==> src/rtl/tx_8b10b_if.sv <==
// Transmit-encoder bus: byte/select from the PCS transmit state machine, code group and status back.
interface tx_8b10b_if;
  logic [7:0] txd;
  logic [3:0] tx_enc_ctrl_sel;
  logic [9:0] tx_10bdata;
  logic       tx_rd;
  logic       enc_ready;
  logic       enc_err;

  modport master (
    output txd, tx_enc_ctrl_sel,
    input  tx_10bdata, tx_rd, enc_ready, enc_err
  );

  modport slave (
    input  txd, tx_enc_ctrl_sel,
    output tx_10bdata, tx_rd, enc_ready, enc_err
  );
endinterface

==> src/rtl/tx_8b10b_encoder.sv <==
// 1000BASE-X 8b/10b transmit encoder with running-disparity tracking and two-slot /I/ generation.
module tx_8b10b_encoder (
  input  logic        clk,
  input  logic        rst_n,
  tx_8b10b_if.slave   bus
);

  typedef enum logic {NORMAL, IDLE2} state_t;
  typedef enum logic {I1, I2}        i_kind_t;

  localparam logic [7:0] K28_5 = 8'hBC;
  localparam logic [7:0] K27_7 = 8'hFB;
  localparam logic [7:0] K29_7 = 8'hFD;
  localparam logic [7:0] K23_7 = 8'hF7;
  localparam logic [7:0] K30_7 = 8'hFE;
  localparam logic [7:0] D5_6  = 8'hC5;
  localparam logic [7:0] D16_2 = 8'h50;

  state_t      state;
  i_kind_t     i_kind;
  logic        rd;
  logic [9:0]  code_q;
  logic        err_q;

  logic [7:0]  enc_byte;
  logic        enc_k;
  logic        err_n;
  logic [10:0] enc;

  // RD- column of the 5b/6b table, written abcdei with a in the MSB.
  function automatic logic [5:0] six_minus(input logic [4:0] x);
    case (x)
      5'd0:  return 6'b100111;  5'd1:  return 6'b011101;
      5'd2:  return 6'b101101;  5'd3:  return 6'b110001;
      5'd4:  return 6'b110101;  5'd5:  return 6'b101001;
      5'd6:  return 6'b011001;  5'd7:  return 6'b111000;
      5'd8:  return 6'b111001;  5'd9:  return 6'b100101;
      5'd10: return 6'b010101;  5'd11: return 6'b110100;
      5'd12: return 6'b001101;  5'd13: return 6'b101100;
      5'd14: return 6'b011100;  5'd15: return 6'b010111;
      5'd16: return 6'b011011;  5'd17: return 6'b100011;
      5'd18: return 6'b010011;  5'd19: return 6'b110010;
      5'd20: return 6'b001011;  5'd21: return 6'b101010;
      5'd22: return 6'b011010;  5'd23: return 6'b111010;
      5'd24: return 6'b110011;  5'd25: return 6'b100110;
      5'd26: return 6'b010110;  5'd27: return 6'b110110;
      5'd28: return 6'b001110;  5'd29: return 6'b101110;
      5'd30: return 6'b011110;  default: return 6'b101011;
    endcase
  endfunction

  // RD- column of the 3b/4b table, written fghj with f in the MSB.
  function automatic logic [3:0] four_minus(input logic [2:0] y);
    case (y)
      3'd0: return 4'b1011;  3'd1: return 4'b1001;
      3'd2: return 4'b0101;  3'd3: return 4'b1100;
      3'd4: return 4'b1101;  3'd5: return 4'b1010;
      3'd6: return 4'b0110;  default: return 4'b1110;
    endcase
  endfunction

  function automatic logic [5:0] rev6(input logic [5:0] v);
    for (int i = 0; i < 6; i++) rev6[i] = v[5-i];
  endfunction

  function automatic logic [3:0] rev4(input logic [3:0] v);
    for (int i = 0; i < 4; i++) rev4[i] = v[3-i];
  endfunction

  // Returns {rd_after, j,h,g,f,i,e,d,c,b,a}.
  function automatic logic [10:0] encode(input logic [7:0] b, input logic k, input logic rd_in);
    logic [4:0] x;
    logic [2:0] y;
    logic [5:0] s;
    logic [3:0] f;
    logic       rd_mid;
    logic       rd_out;
    logic       a7;
    x = b[4:0];
    y = b[7:5];
    s = (k && x == 5'd28) ? 6'b001111 : six_minus(x);
    rd_mid = ($countones(s) == 3) ? rd_in : ~rd_in;
    if (rd_in && ($countones(s) != 3 || s == 6'b111000)) s = ~s;
    a7 = (!rd_mid && (x == 5'd17 || x == 5'd18 || x == 5'd20)) ||
         ( rd_mid && (x == 5'd11 || x == 5'd13 || x == 5'd14));
    // Supported K codes are K28.5 and K.x.7; K.x.7 always takes the alternate form.
    if (k)                   f = (y == 3'd7) ? 4'b0111 : 4'b0101;
    else if (y == 3'd7 && a7) f = 4'b0111;
    else                     f = four_minus(y);
    rd_out = ($countones(f) == 2) ? rd_mid : ~rd_mid;
    if (rd_mid && ($countones(f) != 2 || f == 4'b1100 || k)) f = ~f;
    return {rd_out, rev4(f), rev6(s)};
  endfunction

  always_comb begin
    // NOTE: every combinational output gets a default first so no path leaves it unassigned (no latch).
    enc_byte = bus.txd;
    enc_k    = 1'b0;
    err_n    = 1'b0;
    if (state == IDLE2) begin
      enc_byte = (i_kind == I1) ? D5_6 : D16_2;
    end else begin
      case (bus.tx_enc_ctrl_sel)
        4'd0:    enc_k = 1'b0;
        4'd1:    begin enc_byte = K28_5; enc_k = 1'b1; end
        4'd2:    begin enc_byte = K27_7; enc_k = 1'b1; end
        4'd3:    begin enc_byte = K29_7; enc_k = 1'b1; end
        4'd4:    begin enc_byte = K23_7; enc_k = 1'b1; end
        4'd5:    begin enc_byte = K30_7; enc_k = 1'b1; end
        4'd6:    begin enc_byte = K28_5; enc_k = 1'b1; end
        default: begin enc_byte = K30_7; enc_k = 1'b1; err_n = 1'b1; end
      endcase
    end
    enc = encode(enc_byte, enc_k, rd);
  end

  // NOTE: state uses non-blocking assignments; reset is synchronous and wins over everything else.
  always_ff @(posedge clk) begin
    if (!rst_n) begin
      state  <= NORMAL;
      i_kind <= I2;
      rd     <= 1'b0;
      code_q <= 10'h000;
      err_q  <= 1'b0;
    end else begin
      code_q <= enc[9:0];
      rd     <= enc[10];
      err_q  <= err_n;
      if (state == NORMAL && bus.tx_enc_ctrl_sel == 4'd6) begin
        state  <= IDLE2;
        i_kind <= rd ? I1 : I2;
      end else begin
        state  <= NORMAL;
      end
    end
  end

  assign bus.tx_10bdata = code_q;
  assign bus.tx_rd      = rd;
  assign bus.enc_err    = err_q;
  assign bus.enc_ready  = (state == NORMAL);

endmodule

==> src/flat_wrapper.sv <==
// flat-port wrapper written by rule: the top's interface ports become plain ports
module tx_8b10b_encoder_flat 
  (clk, rst_n, bus_txd, bus_tx_enc_ctrl_sel, bus_tx_10bdata, bus_tx_rd, bus_enc_ready, bus_enc_err);
  tx_8b10b_if bus_i ();
  input  logic clk;
  input  logic rst_n;
  input wire logic [$bits(bus_i.txd)-1:0] bus_txd;
  input wire logic [$bits(bus_i.tx_enc_ctrl_sel)-1:0] bus_tx_enc_ctrl_sel;
  output wire logic [$bits(bus_i.tx_10bdata)-1:0] bus_tx_10bdata;
  output wire logic [$bits(bus_i.tx_rd)-1:0] bus_tx_rd;
  output wire logic [$bits(bus_i.enc_ready)-1:0] bus_enc_ready;
  output wire logic [$bits(bus_i.enc_err)-1:0] bus_enc_err;
  assign bus_i.txd = bus_txd;
  assign bus_i.tx_enc_ctrl_sel = bus_tx_enc_ctrl_sel;
  assign bus_tx_10bdata = bus_i.tx_10bdata;
  assign bus_tx_rd = bus_i.tx_rd;
  assign bus_enc_ready = bus_i.enc_ready;
  assign bus_enc_err = bus_i.enc_err;
  tx_8b10b_encoder u_core (.clk(clk), .rst_n(rst_n), .bus(bus_i));
endmodule
==> config.mk <==
export PLATFORM = sky130hd
export DESIGN_NAME = tx_8b10b_encoder_flat
export DESIGN_NICKNAME = d
export VERILOG_FILES = /design/src/rtl/tx_8b10b_if.sv /design/src/rtl/tx_8b10b_encoder.sv /design/src/flat_wrapper.sv
export SDC_FILE = /design/constraint.sdc
export NUM_CORES = 1
export LEC_CHECK = 0
export ABC_CLOCK_PERIOD_IN_PS = 9300
export CORE_MARGIN = 3
export CORE_UTILIZATION = 57
export CTS_BUF_LIST = sky130_fd_sc_hd__clkbuf_2 sky130_fd_sc_hd__clkbuf_4 sky130_fd_sc_hd__clkbuf_8
export CTS_CLUSTER_SIZE = 24
export DETAILED_ROUTE_END_ITERATION = 10
export HOLD_SLACK_MARGIN = 0.15
export PLACE_DENSITY = 0.93
export SETUP_SLACK_MARGIN = 0.4
export SLEW_MARGIN = 20
export SYNTH_ARGS = -nofsm -noshare
export SYNTH_HDL_FRONTEND = slang
export SYNTH_SLANG_ARGS = --single-unit
==> constraint.sdc <==
create_clock -name clk -period 9.3 [get_ports clk]
set_input_delay 1.86 -clock clk [delete_from_list [all_inputs] [get_ports clk]]
set_output_delay 1.86 -clock clk [all_outputs]
set_load 0.01 [all_outputs]
==> flow_metrics.tcl, run 1 <==
set metrics [dict create \
    outcome "finished, final reports clean" \
    numPlacedInstances 271 \
    post_drt_via_cell_ratio 6.20 \
    yosysTopAreaCellShare_pct 15.4 \
    slew_headroom_pct 52.2 \
    grt_overflow 0 \
    drtIter0Drc 127 \
    whs_ps 556 \
    combPwrFrac_pct 60.6 \
    worst_slack_ps 865 \
    rsz0062_at_grt "no" \
    synth_seq_area_share_pct 15.4 \
    first_pass_iters 4 \
    yosysMostFrequentCell "nand2_1" \
    cts-resized-gates 0 \
    irDropWorstVdd_mv 0.0817 \
    grt_max_degree 19 \
    crit_arrival_ps 8600 \
    critical_path_required_ps 9470 \
    totalWireLength_mm 4.19 \
    ys.warnings.count 0 \
    slew_viol_final 0 \
    num_rows 19 \
    area_delta_synth_final_pct 15.6 \
    use_met2_pct 36.8 \
    crit_cells 27 \
    clkLatencyLatePin_ps 280 \
    post-route-period-util_pct 90.7 \
    ys_ff_latch 14 \
    antenna_found_initial 0 \
    die_h_um 62.5 \
    synth_area_leaders "dfxtp_1 15%, ha_1 12%, mux2i_1 4.4%" \
    track_usage_pct 21.3 \
    diodes 0 \
    synthTopCellsByCount "18 x nand2_1, 17 x ha_1, 14 x dfxtp_1, 13 x inv_1, 11 x nor2_1" \
    worst-path-buf-inv 2 \
    place.detailed.hpwl_mm 3.33 \
    utilization_pct 72.6 \
    io_buffers 26 \
    setup_violations 0 \
    fmax_ghz 0.119 \
    synth_enable_flop_cells 0 \
    syn_avg_cell_area_um2 8.67 \
    max_stage_delay_ps 600 \
    finalInstanceArea_um2 2110 \
    tightest_slew_ps 714 \
    initial_core_util_pct 62.8 \
    endpoint_kind "flop" \
    ys_async_sr_fraction_pct 0 \
    place_congestion 0.901 \
    synthFlopType "dfxtp_1" \
    setup_tns_ps 0 \
    mappedNetlistNets 244 \
    cts_setup_buffers 0 \
    place_ws_ps 645 \
    die_area_um2 3910 \
    critPathLaunchType "input port" \
    hold_depth 2 \
    synth_top_area_cell "dfxtp_1" \
    p_sw_share_pct 39.5 \
    leakagePower_nw 0.816 \
    seqPwrFrac_pct 28.3 \
    use_met1_pct 27.5 \
    worst_hold_path_type "flop to flop" \
    cts-htree-levels 1 \
    worstRegToRegCells 26 \
    clk_pin_slew_ps 80 \
    worst_path_max_delay_cell "clkdlybuf4s50_1" \
    p_sw_mw 0.117 \
    clockBufferDepth 2 \
    finClkSkew_ps 4.79 \
    worst_path_most_repeated_cell "ha_1" \
    worstHoldStart "u_core.i_kind" \
    worstPathMaxFanout 10 \
    place_area_um2 2080 \
    cts_tree "built" \
    internal_power_mw 0.180 \
    cp_top_family "adder cells" \
    cts_made_buffers 3 \
    synth_cell_types 70 \
    die_w_um 62.5 \
    grt_pass1_wl_mm 6.96 \
    top_usage_layer "met2" \
    powerDensity_nw_per_um2 141 \
    grt_pass1_vias 1580 \
    r2r_start "u_core.state" \
    final_nets 268 \
    finalPower_mw 0.297 \
    vias 1698 \
    wl_per_cell_um 15.3 \
    critical_path_class "input port to flop" \
    pin_count 27 \
    drc_errors 0 \
    stdcell_count 274 \
    fin_crit_ps 8430 \
    hold_viol_final 0 \
    fp.coreArea_um2 2900 \
    ant_nets 0 \
    cts-hold-fix-buffers 0 \
    grt_util_met3_pct 1.98 \
    clock-sinks 14 \
    syn_inst 210 \
    drive_gt1_share_pct 19.4 \
    synth_area_um2 1820 \
    startpoint "bus_tx_enc_ctrl_sel[0]" \
    maxCapViolCount 0 \
    cts-root-buf "clkbuf_4" \
    p_clk_share_pct 11.1 \
]
worst min-delay path, delay by kind of cell, from the launching register on:
| family | cells | cell delay [ps] |
|---|---|---|
| flops | 1 | 350 |
| compound gates | 1 | 80 |
| simple gates | 1 | 70 |
cell families (layout without fill, tap and decap cells):
| group | Yosys count | count (layout) | synth area share (%) |
|---|---|---|---|
| compound gates | 56 | 56 | 25.6 |
| xor+xnor | 5 | 5 | 2.40 |
| fa+ha+maj | 21 | 21 | 15.6 |
| buf+inv | 26 | 48 | 7.76 |
| flops | 14 | 14 | 15.4 |
| mux | 9 | 9 | 5.01 |
| simple gates | 79 | 79 | 28.3 |
cells in the final DEF, fill, tap and decap left out, types with 3 or more instances in the layout:
cell type and instances:
a21oi_1 7, a21oi_2 3, a31oi_1 3, buf_4 5, clkbuf_4 3, clkdlybuf4s50_1 26
dfxtp_1 14, fa_1 3, ha_1 17, inv_1 13, mux2i_1 8, nand2_1 18
nand3_1 6, nor2_1 11, nor2b_1 4, nor3_2 3, nor4_1 3, o211ai_1 5
o21ai_0 6, o21ai_1 5, o31ai_1 3, or2_2 5, xor2_1 3
layout make-up:
| type | instances | area (um^2) |
|---|---|---|
| fillers | 228 | 795 |
| clock buffers | 3 | 22.5 |
| repair buffers | 31 | 298 |
| well taps | 42 | 52.6 |
| multi-input cells | 170 | 1400 |
| inverters | 14 | 52.6 |
| flip-flops and latches | 14 | 280 |
power groups by stage:
stage | registers [mW] | clock network, mW | logic, mW
2_1_floorplan | 0.0925 | 0 | 0.110
3_3_place_gp | 0.0844 | 0 | 0.171
3_5_place_dp | 0.0851 | 0 | 0.178
4_1_cts | 0.0836 | 0.0331 | 0.179
5_1_grt | 0.0858 | 0.0383 | 0.198
6_report | 0.0839 | 0.0331 | 0.180
sequential cells by signal, summed over array words and instances (netlist names):
register	flops
u_core.bus.tx_10bdata	10
u_core.bus.enc_err	1
u_core.bus.tx_rd	1
u_core.i_kind	1
u_core.state	1
layer usage:
metal / vias up / part of all wire [%]
li1: 823 / -
met1: 780 / 42
met2: 85 / 48
met3: 10 / 7.2
met4: 0 / 1.9
met5: - / 0
final timing paths:
| check | endpoint | slack, ps |
|---|---|---|
| setup reg to reg | u_core.bus.tx_10bdata[9] | 2600 |
| hold reg to reg | u_core.i_kind | 560 |
| setup / recovery | u_core.bus.tx_10bdata[9] | 870 |
| hold / removal | u_core.i_kind | 560 |
Note: power is estimated with default switching activity, not from simulation.
==> run 2, diff against run 1 <==
--- a/config.mk
+++ b/config.mk
@@ -6,15 +6,15 @@
 export NUM_CORES = 1
 export LEC_CHECK = 0
 export ABC_CLOCK_PERIOD_IN_PS = 9300
-export CORE_MARGIN = 3
 export CORE_UTILIZATION = 57
 export CTS_BUF_LIST = sky130_fd_sc_hd__clkbuf_2 sky130_fd_sc_hd__clkbuf_4 sky130_fd_sc_hd__clkbuf_8
 export CTS_CLUSTER_SIZE = 24
 export DETAILED_ROUTE_END_ITERATION = 10
 export HOLD_SLACK_MARGIN = 0.15
+export MAX_ROUTING_LAYER = met4
 export PLACE_DENSITY = 0.93
 export SETUP_SLACK_MARGIN = 0.4
-export SLEW_MARGIN = 20
+export SLEW_MARGIN = 30
 export SYNTH_ARGS = -nofsm -noshare
 export SYNTH_HDL_FRONTEND = slang
 export SYNTH_SLANG_ARGS = --single-unit
==> flow_metrics.tcl, run 2 (same netlist as run 1, synthesis figures left out) <==
set metrics [dict create \
    outcome "finished, final reports clean" \
    fmax_ghz 0.119 \
    clockBufferDepth 2 \
    worstSetupEndpoint "u_core.bus.tx_10bdata[6]" \
    worstPathMaxFanout 10 \
    irDropWorstVdd_mv 0.0539 \
    wl_per_cell_um 15.1 \
    slew_viol_final 0 \
    combPwrFrac_pct 58.5 \
    ff2ff_setup_slack_ps 2500 \
    cts_tree "built" \
    p_sw_share_pct 38.4 \
    cts-root-buf "clkbuf_4" \
    io_buffers 26 \
    cts-resized-gates 0 \
    finalInstanceArea_um2 2120 \
    cts_setup_buffers 0 \
    p_sw_mw 0.117 \
    p_clk_share_pct 14.0 \
    grt_max_degree 19 \
    internal_power_mw 0.188 \
    drtIter0Drc 89 \
    first_pass_iters 5 \
    track_usage_pct 26.5 \
    drive_gt1_share_pct 19.7 \
    die_w_um 58.5 \
    setup_violations 0 \
    layout_common_cells "26 x clkdlybuf4s50_1, 18 x nand2_1, 17 x ha_1" \
    cts-htree-levels 1 \
    r2r-end "u_core.bus.tx_10bdata[6]" \
    place_congestion 1.01 \
    grt_overflow 0 \
    final_common_cell "clkdlybuf4s50_1" \
    post-route-period-util_pct 90.2 \
    rsz0062_at_grt "no" \
    powerDensity_nw_per_um2 144 \
    critical_path_required_ps 9500 \
    grt_pass1_vias 1575 \
    cts-hold-fix-buffers 0 \
    final_nets 268 \
    post_drt_via_cell_ratio 6.09 \
    initial_core_util_pct 59.7 \
    place.detailed.hpwl_mm 3.34 \
    leakagePower_nw 0.824 \
    tightest_slew_ps 728 \
    num_rows 20 \
    drc_errors 0 \
    critPathLaunchType "input port" \
    finClkSkew_ps 3.04 \
    ant_nets 0 \
    maxCapViolCount 0 \
    slew_headroom_pct 51.3 \
    cts_made_buffers 3 \
    r2r_start "u_core.state" \
    hold_viol_final 0 \
    clk_pin_slew_ps 80 \
    clock-sinks 14 \
    antenna_found_initial 0 \
    vias 1686 \
    clkLatencyLatePin_ps 280 \
    fin_crit_ps 8390 \
    place_area_um2 2090 \
    totalWireLength_mm 4.19 \
    diodes 0 \
    crit_arrival_ps 8590 \
    setup_tns_ps 0 \
    worstRegToRegCells 26 \
    largest_reg_flops 10 \
    worst_hold_path_type "flop to flop" \
    critical_path_class "input port to flop" \
    area_delta_synth_final_pct 16.5 \
    endpoint_kind "flop" \
    startpoint "bus_tx_enc_ctrl_sel[0]" \
    die_h_um 58.5 \
    pin_count 27 \
    grt_pass1_wl_mm 6.84 \
    die_area_um2 3430 \
    fp.coreArea_um2 3050 \
    seqPwrFrac_pct 27.4 \
]
-- run 2: changes by cell type in the layout (fill, tap and decap cells not counted) --
cell      change
clkbuf_8      +1
-- run 2: layout make-up --
cell class / count / area (um^2)
multi-input cells: 170 / 1400
repair buffers: 31 / 298
well taps: 44 / 55.1
clock buffers: 4 / 36.3
flip-flops and latches: 14 / 280
inverters: 14 / 52.6
fillers: 259 / 931
-- run 2: worst min path at each step --
stage | from | end | slack (ps) | cells past startpoint
6_report | u_core.i_kind | u_core.i_kind | 560 | 2
5_1_grt | u_core.i_kind | u_core.i_kind | 600 | 2
4_1_cts | u_core.i_kind | u_core.i_kind | 550 | 2
3_5_place_dp | u_core.i_kind | u_core.i_kind | 540 | 2
3_3_place_gp | u_core.i_kind | u_core.i_kind | 520 | 2
2_1_floorplan | u_core.i_kind | u_core.i_kind | 500 | 2
-- run 2: worst max-delay path: stages --
cell and delay (ps):
clkdlybuf4s50_1 580, o21bai_1 240, mux2i_1 180, nand2_1 120, nand2_1 150, inv_1 110, ha_1 350, o41ai_2 130
nand2_1 90, mux2_2 270, nand3_1 80, and4_4 250, ha_1 250, fa_1 420, ha_1 270, nor4bb_1 490
xor2_1 390, o311ai_1 190, o2111ai_2 150, and2_1 210, ha_1 240, ha_1 190, fa_1 430, nor3b_1 170
a31o_2 280, or2_2 300, mux2i_1 160
-- run 2: layer usage --
metal | share of wire [%] | routed length (um) | global-route usage (%) | up-vias
met3 | 5.1 | 215 | 1.76 | 14
met1 | 42 | 1760 | 31.4 | 782
met2 | 50 | 2110 | 45.8 | 74
met4 | 2.5 | 104 | 12.2 | 0
met5 | 0 | 0 | - | -
li1 | - | - | - | 816
-- run 2: power groups by stage --
stage | clock network [mW] | registers [mW] | logic, mW
floorplan | 0 | 0.0925 | 0.110
global placement | 0 | 0.0847 | 0.170
detailed placement | 0 | 0.0857 | 0.177
CTS | 0.0430 | 0.0843 | 0.178
global route | 0.0453 | 0.0855 | 0.197
finish | 0.0429 | 0.0839 | 0.179
-- run 2: per-stage QoR --
step	std cells	util (%)	worst slack, ps	hold slack, ps	total power, mW
2_1_floorplan	210	-	1800	496	0.202
3_3_place_gp	273	68.3	920	517	0.255
3_5_place_dp	273	68.3	660	539	0.263
4_1_cts	277	69.5	921	549	0.306
5_1_grt	277	69.5	492	602	0.327
6_report	277	69.5	907	556	0.306
